### src/rtl/sd_sector_loader.sv
// Sector-load controller: runs the sd_rd/sd_ack handshake with the HPS and writes
// streamed sector bytes into rotating banks of the port-A sector buffer RAM.
module sd_sector_loader #(
    parameter int addr_width     = 10,
    parameter int timeout_cycles = 1048575
) (
    input  logic                  clock,
    input  logic                  reset,
    input  logic                  req_valid,
    input  logic [31:0]           req_lba,
    output logic                  req_ready,
    output logic [31:0]           sd_lba,
    output logic                  sd_rd,
    input  logic                  sd_ack,
    input  logic [8:0]            sd_buff_addr,
    input  logic [7:0]            sd_buff_dout,
    input  logic                  sd_buff_wr,
    output logic                  ram_wren,
    output logic [addr_width-1:0] ram_address,
    output logic [7:0]            ram_data,
    output logic                  busy,
    output logic                  done,
    output logic [addr_width-10:0] done_bank,
    output logic                  err
);

    localparam int bank_w = addr_width - 9;
    localparam int tmo_w  = $clog2(timeout_cycles + 1);
    localparam logic [tmo_w-1:0] tmo_last = tmo_w'(timeout_cycles - 1);

    typedef enum logic [1:0] {IDLE, REQ, XFER, FIN} state_t;

    state_t            state, state_nxt;
    logic [bank_w-1:0] bank;
    logic [9:0]        byte_cnt;
    logic [tmo_w-1:0]  tmo_cnt;
    logic              wr_hit;
    logic              tmo_hit;
    logic              good_cnt;

    // Strobes only count while the HPS still holds sd_ack; ack beats a same-cycle timeout.
    assign wr_hit   = (state == XFER) && sd_buff_wr && sd_ack;
    assign tmo_hit  = (state == REQ) && !sd_ack && (tmo_cnt == tmo_last);
    assign good_cnt = (byte_cnt == 10'd512);

    always_ff @(posedge clock) begin
        if (reset) state <= IDLE;
        else       state <= state_nxt;
    end

    always_comb begin
        state_nxt = state;
        case (state)
            IDLE:    if (req_valid) state_nxt = REQ;
            REQ:     if (sd_ack) state_nxt = XFER;
                     else if (tmo_hit) state_nxt = IDLE;
            XFER:    if (!sd_ack) state_nxt = FIN;
            FIN:     state_nxt = IDLE;
            default: state_nxt = IDLE;
        endcase
    end

    always_comb begin
        req_ready = (state == IDLE);
        busy      = (state != IDLE);
        sd_rd     = (state == REQ);
    end

    always_ff @(posedge clock) begin
        if (reset) begin
            sd_lba      <= '0;
            ram_wren    <= 1'b0;
            ram_address <= '0;
            ram_data    <= '0;
            done        <= 1'b0;
            done_bank   <= '0;
            err         <= 1'b0;
            bank        <= '0;
            byte_cnt    <= '0;
            tmo_cnt     <= '0;
        end else begin
            ram_wren <= wr_hit;
            done     <= 1'b0;
            err      <= tmo_hit;
            if (wr_hit) begin
                ram_address <= {bank, sd_buff_addr};
                ram_data    <= sd_buff_dout;
                if (byte_cnt != 10'h3FF) byte_cnt <= byte_cnt + 10'd1;
            end
            // done/err are registered on the ack-drop edge so they land in the FIN cycle.
            case (state)
                IDLE: if (req_valid) begin
                    sd_lba   <= req_lba;
                    byte_cnt <= '0;
                    tmo_cnt  <= '0;
                end
                REQ:  tmo_cnt <= tmo_cnt + 1'b1;
                XFER: if (!sd_ack) begin
                    done <= good_cnt;
                    err  <= !good_cnt;
                    if (good_cnt) done_bank <= bank;
                end
                FIN:  if (good_cnt) bank <= bank + 1'b1;
                default: ;
            endcase
        end
    end

endmodule

### config.mk
export PLATFORM = sky130hd
export DESIGN_NAME = sd_sector_loader
export DESIGN_NICKNAME = d
export VERILOG_FILES = /design/src/rtl/sd_sector_loader.sv
export SDC_FILE = /design/constraint.sdc
export NUM_CORES = 1
export LEC_CHECK = 0
export ABC_CLOCK_PERIOD_IN_PS = 1800
export CORE_ASPECT_RATIO = 1.1
export CORE_MARGIN = 3
export CORE_UTILIZATION = 30
export CTS_BUF_LIST = sky130_fd_sc_hd__clkbuf_2 sky130_fd_sc_hd__clkbuf_4 sky130_fd_sc_hd__clkbuf_8
export CTS_CLUSTER_SIZE = 40
export DETAILED_ROUTE_END_ITERATION = 10
export GPL_ROUTABILITY_DRIVEN = 0
export PLACE_DENSITY = 0.55
export SLEW_MARGIN = 20
export SYNTH_ARGS = -nofsm -noshare
export SYNTH_HDL_FRONTEND = slang
export SYNTH_SLANG_ARGS = --single-unit
### constraint.sdc
create_clock -name clock -period 1.8 [get_ports clock]
set_input_delay 0.36 -clock clock [delete_from_list [all_inputs] [get_ports clock]]
set_output_delay 0.36 -clock clock [all_outputs]
set_load 0.02 [all_outputs]
==> results.json, run 1 <==
{
  "run_status": "completed",
  "end_kind": "output pin",
  "hold_path.class": "primary input to flip-flop",
  "via_count": 3561,
  "peakVddDrop_mv": 0.297,
  "synth-seq-area-share": 0.479,
  "ys.flop_type": "dfxtp_1",
  "mostFrequentLayoutCells": "nand2_1, clkdlybuf4s50_1, dfxtp_1",
  "die_x_um": 111,
  "synth_area_leaders": "dfxtp_1, nand2_1, a21oi_1",
  "finalCritPeriodShare": 0.960,
  "route.detailed.drc": 0,
  "slowest_stage": "dfxtp_2",
  "cts_made_buffers": 9,
  "rsz0062_at_grt": "false",
  "clk_latency_ns": 0.36,
  "wl_per_cell_um": 13.6,
  "core-area_mm2": 0.0116,
  "dr.pass1.iters": 5,
  "slowest_delay_ns": 0.37,
  "cts_max_path_buffers": 2,
  "crit_fanout": 8,
  "synth_edf_count": 0,
  "die_h_um": 121,
  "p_per_area_mw_per_mm2": 781,
  "relSlewSlack": 0.719,
  "port_buffers": 110,
  "syn_nets": 498,
  "arrival_ns": 1.37,
  "grt_usage": 0.146,
  "slew_violations": 0,
  "r2r_end": "tmo_cnt[17]",
  "hold_buffers": 0,
  "yosys_warnings": 0,
  "crit_type": "flip-flop to output pin",
  "synth.distinct_cells": 48,
  "synthCells": 440,
  "detail-route-antenna-nets": 0,
  "die_area_mm2": 0.0135,
  "netlist_area_mm2": 0.00363,
  "ios": 111,
  "worstHoldEndpoint": "tmo_cnt[8]",
  "cts_sinks": 87,
  "skew_ns": 0.0106,
  "reg2reg_depth": 4,
  "nets": 629,
  "ys_ff_latch": 87,
  "hold_depth": 2,
  "cts_tree": "done",
  "worstPathRequired_ns": 1.44,
  "total_power_mw": 4.14,
  "rows": 41,
  "dpl.hpwl_um": 7180,
  "layout-drive-gt1-share": 0.130,
  "vias_per_cell": 4.90,
  "cts_setup_buffers": 0,
  "min_from": "reset",
  "ys_async_sr_fraction": 0,
  "timing.reg2reg.setup_slack_ns": 0.16,
  "overflow": 0,
  "p_leak_nw": 1.93,
  "synth_top_area_frac": 0.479,
  "final_common_cell": "nand2_1",
  "clk_pin_slew_ns": 0.09,
  "syn_to_final_growth_pct": 45.7,
  "grt_max_degree": 33,
  "period_needed_ns": 1.73,
  "antenna_found_initial": 0,
  "setup_viol": 0,
  "fmax_mhz": 579,
  "path_cells": "or2_2 -> dlygate4sd2_1",
  "n_antenna_cell": 0,
  "fill_cells": 1212,
  "routed_wl_um": 9840,
  "worst_slew_pin_slew_ns": 0.418,
  "finalSetupTns_ns": 0,
  "drt_iter0_markers": 201,
  "grt_pass1_vias": 3477,
  "avgSynthCellArea_um2": 8.26,
  "startpoint_type": "flip-flop",
  "drv_cap": 0,
  "initial_core_util": 0.312,
  "htreeDepth": 3,
  "hold_viol": 0,
  "grt_pass1_wl_um": 16400,
  "cts_root_buffer": "clkbuf_8",
  "r2r-start": "tmo_cnt[2]",
  "synth_top_cell_by_area": "dfxtp_1",
  "hold_ws_ns": 0.391
}
-- synthesized netlist by cell type, types with 5 or more instances --
cell type and instances:
a21oi_1 70, buf_2 8, clkbuf_1 16, dfxtp_1 87, inv_1 8, mux2_2 5
nand2_1 119, nand2b_1 5, nand3_1 12, nand4_1 9, nor2_1 16, nor4_1 6
o211ai_1 7, o21ai_0 7, or3_1 10
-- power by group --
| part | total, mW | leakage (nW) | switching [mW] | internal, mW |
|---|---|---|---|---|
| logic | 0.587 | 1.11 | 0.295 | 0.292 |
| clock network | 1.53 | 0.107 | 0.723 | 0.807 |
| registers | 2.02 | 0.707 | 0.0351 | 1.98 |
-- cells by family (layout without fill, tap and decap cells) --
kind of cell	Yosys count	count (layout)	synth area share
buf+inv	34	170	0.0420
fa+ha+maj	4	4	0.0138
flops	87	87	0.479
xor+xnor	2	2	0.00482
compound gates	99	99	0.156
simple gates	207	207	0.283
mux	7	7	0.0210
-- flip-flops by register name, summed over array words and instances, names as in the netlist, 8 cells and up, named ones only --
name	flops
byte_cnt	10
tmo_cnt	20
sd_lba	32
ram_data	8
ram_address	10
-- what timing repair did --
action / CTS / global route
hold endpoints to repair: 0 / 0
cloned: 0 / 0
pin swaps: 0 / 2
gates resized for setup: 6 / 4
setup endpoints to repair: 3 / 5
-- per-layer routing --
layer / global-route usage / part of all wire / up-vias
li1: - / - / 1794
met1: 0.171 / 0.43 / 1666
met2: 0.255 / 0.49 / 90
met3: 0.0499 / 0.063 / 11
met4: 0.0385 / 0.011 / 0
met5: 0 / 0 / -
-- cell type report --
class | count | area [um^2] | area share
timing repair buffer | 146 | 1360 | 0.257
multi-input combinational | 319 | 1750 | 0.330
clock inverter | 6 | 92.6 | 0.0175
sequential | 87 | 1750 | 0.330
inverter | 8 | 30.0 | 0.00567
clock buffer | 10 | 131 | 0.0248
tap | 150 | 188 | 0.0355
-- stage by stage --
step	utilization	setup slack (ns)	instance area (um^2)	instances
global route	0.455	0.00481	5290	726
CTS	0.455	0.0285	5300	726
global placement	0.435	-0.258	5070	710
detailed placement	0.435	-0.286	5070	710
floorplan	-	0.166	3630	440
finish	0.455	0.0722	5290	726
-- worst max-delay path, delay by kind of cell (launching register included) --
| kind | cells | cell delay (ns) |
|---|---|---|
| AND/OR/NAND/NOR | 1 | 0.32 |
| buffers and inverters | 1 | 0.33 |
| flip-flops | 1 | 0.37 |
-- worst max path at each step --
stage,slack [ns],end,startpoint
5_1_grt,0.005,byte_cnt[3],byte_cnt[0]
2_1_floorplan,0.17,tmo_cnt[14],tmo_cnt[0]
6_report,0.07,busy,state[0]
4_1_cts,0.03,busy,flip-flop
3_5_place_dp,-0.29,sd_lba[31],req_valid
3_3_place_gp,-0.26,sd_lba[9],req_valid
Note: power is estimated with default switching activity, not from simulation.
==> run 2: changes to the inputs <==
--- a/config.mk
+++ b/config.mk
@@ -10,6 +10,7 @@
 export CORE_MARGIN = 3
 export CORE_UTILIZATION = 30
 export CTS_BUF_LIST = sky130_fd_sc_hd__clkbuf_2 sky130_fd_sc_hd__clkbuf_4 sky130_fd_sc_hd__clkbuf_8
+export CTS_CLUSTER_DIAMETER = 50
 export CTS_CLUSTER_SIZE = 40
 export DETAILED_ROUTE_END_ITERATION = 10
 export GPL_ROUTABILITY_DRIVEN = 0
==> results of run 2 <==
Same layout as run 1: the final DEF is identical, and so are final timing and power.
